==> config.mk <==
export PLATFORM = sky130hd
export DESIGN_NAME = alu_pipe_flat
export DESIGN_NICKNAME = d
export VERILOG_FILES = /design/src/rtl/alu_pkg.sv /design/src/rtl/alu_pipe_if.sv /design/src/rtl/alu_core.sv /design/src/rtl/alu_pipe.sv /design/src/flat_wrapper.sv
export SDC_FILE = /design/constraint.sdc
export NUM_CORES = 1
export LEC_CHECK = 0
export CAP_MARGIN = 10
export CORE_MARGIN = 2
export CORE_UTILIZATION = 62
export CTS_CLUSTER_DIAMETER = 100
export CTS_CLUSTER_SIZE = 28
export DETAILED_ROUTE_END_ITERATION = 16
export DONT_BUFFER_PORTS = 1
export PLACE_DENSITY = 0.8
export SKIP_CTS_REPAIR_TIMING = 1
export SYNTH_ARGS = -nofsm -noshare
export SYNTH_HDL_FRONTEND = slang
export SYNTH_HIERARCHICAL = 1
export SYNTH_SLANG_ARGS = --single-unit
==> constraint.sdc <==
create_clock -name clk -period 2.65 [get_ports clk]
set_input_delay 0.1325 -clock clk [delete_from_list [all_inputs] [get_ports clk]]
set_output_delay 0.1325 -clock clk [all_outputs]
set_load 0.01 [all_outputs]
==> src/rtl/alu_pkg.sv <==
// Shared opcode encoding and helpers for the pipelined ALU.
package alu_pkg;

  localparam int unsigned OP_W = 3;

  typedef enum logic [OP_W-1:0] {
    OP_ADD   = 3'd0,
    OP_SUB   = 3'd1,
    OP_CMP   = 3'd2,
    OP_AND   = 3'd3,
    OP_OR    = 3'd4,
    OP_XOR   = 3'd5,
    OP_PASSA = 3'd6,
    OP_RSVD  = 3'd7
  } op_e;

  // Compare and reserved ops leave the accumulator untouched.
  function automatic logic op_writes_acc(op_e op);
    return !(op == OP_CMP || op == OP_RSVD);
  endfunction

endpackage

==> src/rtl/alu_pipe_if.sv <==
// Request/result bus between the operand sequencer and alu_pipe.
interface alu_pipe_if #(
  parameter int unsigned WIDTH = 4
);
  import alu_pkg::*;

  logic             in_valid;
  logic             in_ready;
  logic [OP_W-1:0]  op;
  logic             use_acc;
  logic             acc_clr;
  logic [WIDTH-1:0] a;
  logic [WIDTH-1:0] b;
  logic             out_valid;
  logic             out_ready;
  logic [WIDTH:0]   result;
  logic             equal;
  logic             greater;
  logic             lesser;
  logic             zero;
  logic             illegal;
  logic [WIDTH-1:0] acc;

  modport master (
    output in_valid, op, use_acc, acc_clr, a, b, out_ready,
    input  in_ready, out_valid, result, equal, greater, lesser, zero, illegal, acc
  );

  modport slave (
    input  in_valid, op, use_acc, acc_clr, a, b, out_ready,
    output in_ready, out_valid, result, equal, greater, lesser, zero, illegal, acc
  );

endinterface

==> src/rtl/alu_core.sv <==
// Combinational datapath: one op on the effective operands, plus flags.
module alu_core
  import alu_pkg::*;
#(
  parameter int unsigned WIDTH = 4
) (
  input  op_e              op,
  input  logic [WIDTH-1:0] a_eff,
  input  logic [WIDTH-1:0] b,
  output logic [WIDTH:0]   result_c,
  output logic             equal_c,
  output logic             greater_c,
  output logic             lesser_c,
  output logic             zero_c,
  output logic             illegal_c
);

  always_comb begin
    result_c  = '0;
    illegal_c = 1'b0;
    case (op)
      OP_ADD:   result_c = {1'b0, a_eff} + {1'b0, b};
      // msb is the no-borrow bit: set iff a_eff >= b
      OP_SUB:   result_c = {1'b0, a_eff} + {1'b0, ~b} + (WIDTH+1)'(1);
      OP_CMP:   result_c = '0;
      OP_AND:   result_c = {1'b0, a_eff & b};
      OP_OR:    result_c = {1'b0, a_eff | b};
      OP_XOR:   result_c = {1'b0, a_eff ^ b};
      OP_PASSA: result_c = {1'b0, a_eff};
      default: begin
        result_c  = '0;
        illegal_c = 1'b1;
      end
    endcase
  end

  assign equal_c   = (a_eff == b);
  assign greater_c = (a_eff >  b);
  assign lesser_c  = (a_eff <  b);
  assign zero_c    = (result_c[WIDTH-1:0] == '0);

endmodule

==> src/rtl/alu_pipe.sv <==
// Two-stage valid/ready ALU with an optional accumulator that can stand in for operand A.
module alu_pipe
  import alu_pkg::*;
#(
  parameter int unsigned WIDTH  = 4,
  parameter bit          ACC_EN = 1'b1
) (
  input  logic       clk,
  input  logic       rst,
  alu_pipe_if.slave  bus
);

  logic             s1_v;
  op_e              s1_op;
  logic [WIDTH-1:0] s1_a;
  logic [WIDTH-1:0] s1_b;
  logic             s1_use_acc;

  logic             out_valid_q;
  logic [WIDTH:0]   result_q;
  logic             equal_q, greater_q, lesser_q, zero_q, illegal_q;
  logic [WIDTH-1:0] acc_q;

  logic             s1_adv_c;
  logic             in_ready_c;
  logic             accept_c;
  logic [WIDTH-1:0] a_eff_c;
  logic [WIDTH:0]   result_c;
  logic             equal_c, greater_c, lesser_c, zero_c, illegal_c;

  assign s1_adv_c   = s1_v && (!out_valid_q || bus.out_ready);
  assign in_ready_c = !s1_v || s1_adv_c;
  assign accept_c   = bus.in_valid && in_ready_c;

  // Accumulator is read at transfer time, so chained ops need no forwarding.
  assign a_eff_c = (ACC_EN && s1_use_acc) ? acc_q : s1_a;

  alu_core #(.WIDTH(WIDTH)) u_core (
    .op        (s1_op),
    .a_eff     (a_eff_c),
    .b         (s1_b),
    .result_c  (result_c),
    .equal_c   (equal_c),
    .greater_c (greater_c),
    .lesser_c  (lesser_c),
    .zero_c    (zero_c),
    .illegal_c (illegal_c)
  );

  // Stage 1: operand capture
  always_ff @(posedge clk) begin
    if (rst) begin
      s1_v       <= 1'b0;
      s1_op      <= OP_ADD;
      s1_a       <= '0;
      s1_b       <= '0;
      s1_use_acc <= 1'b0;
    end else if (accept_c) begin
      s1_v       <= 1'b1;
      s1_op      <= op_e'(bus.op);
      s1_a       <= bus.a;
      s1_b       <= bus.b;
      s1_use_acc <= bus.use_acc;
    end else if (s1_adv_c) begin
      s1_v <= 1'b0;
    end
  end

  // Stage 2: result register, held while the consumer stalls
  always_ff @(posedge clk) begin
    if (rst) begin
      out_valid_q <= 1'b0;
      result_q    <= '0;
      equal_q     <= 1'b0;
      greater_q   <= 1'b0;
      lesser_q    <= 1'b0;
      zero_q      <= 1'b0;
      illegal_q   <= 1'b0;
    end else if (s1_adv_c) begin
      out_valid_q <= 1'b1;
      result_q    <= result_c;
      equal_q     <= equal_c;
      greater_q   <= greater_c;
      lesser_q    <= lesser_c;
      zero_q      <= zero_c;
      illegal_q   <= illegal_c;
    end else if (out_valid_q && bus.out_ready) begin
      out_valid_q <= 1'b0;
    end
  end

  // Accumulator: clear takes priority over a same-cycle update
  always_ff @(posedge clk) begin
    if (rst || !ACC_EN) begin
      acc_q <= '0;
    end else if (bus.acc_clr) begin
      acc_q <= '0;
    end else if (s1_adv_c && op_writes_acc(s1_op)) begin
      acc_q <= result_c[WIDTH-1:0];
    end
  end

  assign bus.in_ready  = in_ready_c;
  assign bus.out_valid = out_valid_q;
  assign bus.result    = result_q;
  assign bus.equal     = equal_q;
  assign bus.greater   = greater_q;
  assign bus.lesser    = lesser_q;
  assign bus.zero      = zero_q;
  assign bus.illegal   = illegal_q;
  assign bus.acc       = acc_q;

endmodule

==> src/flat_wrapper.sv <==
// flat-port wrapper written by rule: the top's interface ports become plain ports
module alu_pipe_flat import alu_pkg::*;
#(
  parameter int unsigned WIDTH  = 4,
  parameter bit          ACC_EN = 1'b1
)
  (clk, rst, bus_in_valid, bus_op, bus_use_acc, bus_acc_clr, bus_a, bus_b, bus_out_ready, bus_in_ready, bus_out_valid, bus_result, bus_equal, bus_greater, bus_lesser, bus_zero, bus_illegal, bus_acc);
  alu_pipe_if #(.WIDTH(WIDTH)) bus_i ();
  input  logic clk;
  input  logic rst;
  input wire logic [$bits(bus_i.in_valid)-1:0] bus_in_valid;
  input wire logic [$bits(bus_i.op)-1:0] bus_op;
  input wire logic [$bits(bus_i.use_acc)-1:0] bus_use_acc;
  input wire logic [$bits(bus_i.acc_clr)-1:0] bus_acc_clr;
  input wire logic [$bits(bus_i.a)-1:0] bus_a;
  input wire logic [$bits(bus_i.b)-1:0] bus_b;
  input wire logic [$bits(bus_i.out_ready)-1:0] bus_out_ready;
  output wire logic [$bits(bus_i.in_ready)-1:0] bus_in_ready;
  output wire logic [$bits(bus_i.out_valid)-1:0] bus_out_valid;
  output wire logic [$bits(bus_i.result)-1:0] bus_result;
  output wire logic [$bits(bus_i.equal)-1:0] bus_equal;
  output wire logic [$bits(bus_i.greater)-1:0] bus_greater;
  output wire logic [$bits(bus_i.lesser)-1:0] bus_lesser;
  output wire logic [$bits(bus_i.zero)-1:0] bus_zero;
  output wire logic [$bits(bus_i.illegal)-1:0] bus_illegal;
  output wire logic [$bits(bus_i.acc)-1:0] bus_acc;
  assign bus_i.in_valid = bus_in_valid;
  assign bus_i.op = bus_op;
  assign bus_i.use_acc = bus_use_acc;
  assign bus_i.acc_clr = bus_acc_clr;
  assign bus_i.a = bus_a;
  assign bus_i.b = bus_b;
  assign bus_i.out_ready = bus_out_ready;
  assign bus_in_ready = bus_i.in_ready;
  assign bus_out_valid = bus_i.out_valid;
  assign bus_result = bus_i.result;
  assign bus_equal = bus_i.equal;
  assign bus_greater = bus_i.greater;
  assign bus_lesser = bus_i.lesser;
  assign bus_zero = bus_i.zero;
  assign bus_illegal = bus_i.illegal;
  assign bus_acc = bus_i.acc;
  alu_pipe #(.WIDTH(WIDTH), .ACC_EN(ACC_EN)) u_core (.clk(clk), .rst(rst), .bus(bus_i));
endmodule
==> run_results.csv <==
group,metric,value,unit
worst_setup_path,crit_required,2.93,ns
worst_setup_path,worst-setup-path-type,"reg -> reg",
cells_and_area,antenna_cells,0,
sta,tightest_slew,0.831,ns
detailed_routing,avgViaCountPerCell,6.35,
placed_design,dp_hpwl,2.86,mm
cells_and_area,nets,262,
cts,cts_max_path_buffers,2,
die,ioPinCount,33,
logic_synthesis,synth_cells,221,
sta,finalWorstSetupSlack,0.168,ns
worst_setup_path,cp.arrival,2.76,ns
cts,cts-root-buf,"clkbuf_4",
cts,insertion_delay,0.34,ns
sta,setup_violations,0,
cts,ctsHtreeMaxLevel,1,
global_routing,grt_pass1_vias,1374,
worst_setup_path,cp-endpoint,"u_core/bus.zero",
detailed_routing,wirelength,4.27,mm
sta,slew_viol_final,0,
logic_synthesis,synth_flop_cell,"dfxtp_1",
die,start_util,64.3,%
cts,cts_made_buffers,3,
flow_run,maxCapViolCount,0,
run_status,violations,"design-rule violations",
logic_synthesis,synth-compound-area-share,23.1,%
cts,path_clk_slew,0.16,ns
worst_setup_path,endpoint_kind,"flop",
die,coreArea,2710,um2
cts,clock-sinks,28,
placed_design,dp.cells,238,
cts,cts_tree,"yes",
logic_synthesis,seq_area_frac_synth,32.2,%
logic_synthesis,synth_fa_ha_area_share,10.9,%
logic_synthesis,synthDominantCellAreaShare,32.2,%
logic_synthesis,async_flop_share,0,%
detailed_routing,drt-initial-drc-count,93,
sta,slew_headroom,44.4,%
logic_synthesis,synth_top_family_by_area,"compound AO/OA/AOI/OAI gates",
logic_synthesis,syn_avg_cell_area,7.89,um2
detailed_routing,vias,1657,
logic_synthesis,yosys-top-cells-count,"a21oi_1 (31), o21ai_0 (30), dfxtp_1 (28)",
power,ir_drop,0.000591,V
sta,rsz0062_at_grt,"no",
placed_design,gp_congestion,0.946,
cells_and_area,final_cell_area,1960,um2
global_routing,grt_pass1_wl,6.18,mm
global_routing,gr-total-overflow,0,
power,leakagePower,0.721,nW
worst_setup_path,worst-path-max-fanout,5,
worst_setup_path,rr_startpoint,"u_core/s1_use_acc",
die,die_w,57.0,um
logic_synthesis,yosys-top-cells-area,"dfxtp_1 (32%), a21oi_1 (8.9%), ha_1 (8.6%)",
worst_setup_path,rr_worst_depth,10,
logic_synthesis,synthMuxAreaShare,4.88,%
logic_synthesis,synth_fp_nets,252,
global_routing,grt_use_total,23.8,%
die,chipHeight,57.0,um
run_status,status,"finished, violations left",
logic_synthesis,synth_xor_xnor_area_share,1.01,%
cells_and_area,fin_util,72.3,%
global_routing,grt_max_degree,26,
detailed_routing,drtAntennaViolNets,0,
worst_setup_path,crit_path_start_kind,"flop",
sta,fmax,403,MHz
worst_setup_path,rrSetupSlack,0.17,ns
logic_synthesis,synth_most_common_cell,"a21oi_1",
sta,fin_tns_setup,0,ns
logic_synthesis,yosysTopAreaCell,"dfxtp_1",
detailed_routing,drcViolationCount,1,
logic_synthesis,yosys_warnings,6,
sta,min_period,2.48,ns
placed_design,numPortBuffers,0,
logic_synthesis,synth_edf_count,0,
worst_setup_path,r2r_end,"u_core/bus.zero",
sta,skew,0.0161,ns
worst_hold_path,hold_path.class,"in -> reg",
cells_and_area,fillCellCount,209,
logic_synthesis,netlist_area,1740,um2
detailed_routing,wl_per_cell,16.4,um
placed_design,dpl_cell_area,1700,um2
detailed_routing,drtPass1Iterations,11,
global_routing,antenna_found_initial,0,
cells_and_area,area_delta_synth_final,12.4,%
cells_and_area,drive_above_1_share,8.26,%
sta,timing.final.hold_violations,0,
logic_synthesis,synthSimpleGateAreaFrac,19.7,%
logic_synthesis,ys_seq_elements,28,
sta,period_share,93.7,%
cells_and_area,instances_no_fill,261,
logic_synthesis,ys_types,38,
die,row_count,19,
worst_setup_path,startpoint,"u_core/s1_use_acc",
power,power.density,487,nW/um2
placed_design,place_ws,0.0549,ns
die,dieArea,3250,um2
==> layer usage <==
layer	vias to the layer above	wire length, um	GRT usage [%]
li1	790	-	-
met1	774	1720	30.2
met2	85	2100	41.1
met3	8	370	5.22
met4	0	74	6.31
met5	-	0	0
==> how the worst min path moves through the flow <==
| stage | from | endpoint | slack, ns | depth (start not counted) |
|---|---|---|---|---|
| 5_1_grt | rst | u_core/bus.acc[0] | 0.08 | 3 |
| 6_report | rst | u_core/bus.acc[0] | 0.06 | 3 |
| 3_3_place_gp | rst | u_core/s1_a[3] | 0.20 | 1 |
| 4_1_cts | rst | u_core/s1_op[1] | -0.17 | 1 |
| 2_1_floorplan | bus_a[0] | u_core/s1_a[0] | 0.28 | 2 |
| 3_5_place_dp | rst | u_core/s1_op[1] | 0.21 | 1 |
==> sequential cells by signal (all words and copies together) (netlist names) <==
signal,cells
u_core/bus.result,5
u_core/bus.acc,4
u_core/s1_a,4
u_core/s1_b,4
u_core/s1_op,3
u_core/bus.equal,1
u_core/bus.greater,1
u_core/bus.illegal,1
u_core/bus.lesser,1
u_core/bus.out_valid,1
u_core/bus.zero,1
u_core/s1_use_acc,1
u_core/s1_v,1
==> layout by cell type (no fill, tap or decap), drive strengths merged, types with 12 or more instances in the layout <==
cell and instances:
nor2 13, ha 12, dfxtp 28, nand2 13, inv 13, a21oi 31, dlygate4sd3 19, nand3 23
o21ai 30
==> critical path: stages, from the launching register on <==
cell and delay (ns):
dfxtp_2 0.40, mux2_2 0.37, ha_1 0.23, fa_1 0.42, xnor2_1 0.20, o31ai_1 0.09
o21ai_1 0.19, o211ai_1 0.11, nor4_1 0.20, nand3_1 0.11, a21oi_1 0.13
==> stage by stage <==
| stage | hold WS, ns | power, mW |
|---|---|---|
| 6_report | 0.0557 | 0.954 |
| 5_1_grt | 0.0802 | 0.990 |
| 4_1_cts | -0.170 | 0.914 |
| 3_5_place_dp | 0.205 | 0.642 |
| 3_3_place_gp | 0.204 | 0.635 |
| 2_1_floorplan | 0.280 | 0.619 |
==> cell families after synthesis <==
family | after synthesis
buf+inv | 29
compound gates | 72
mux | 8
xor+xnor | 2
flops | 28
simple gates | 68
fa+ha+maj | 14
==> where the power goes <==
part           internal [mW]  total (mW)  switching [mW]
sequential             0.443       0.476          0.0336
combinational         0.0863       0.196           0.110
clock                  0.153       0.282           0.129
total                  0.682       0.954           0.272
==> cell type report <==
class	instances	area, um2	area share, %
multi-input cells	164	1050	53.6
well taps	31	38.8	1.98
inverters	13	48.8	2.49
clock inverters	1	30.0	1.53
flip-flops and latches	28	563	28.7
repair buffers	21	205	10.5
clock buffers	3	22.5	1.15
Power figures use the tool's default switching activity.
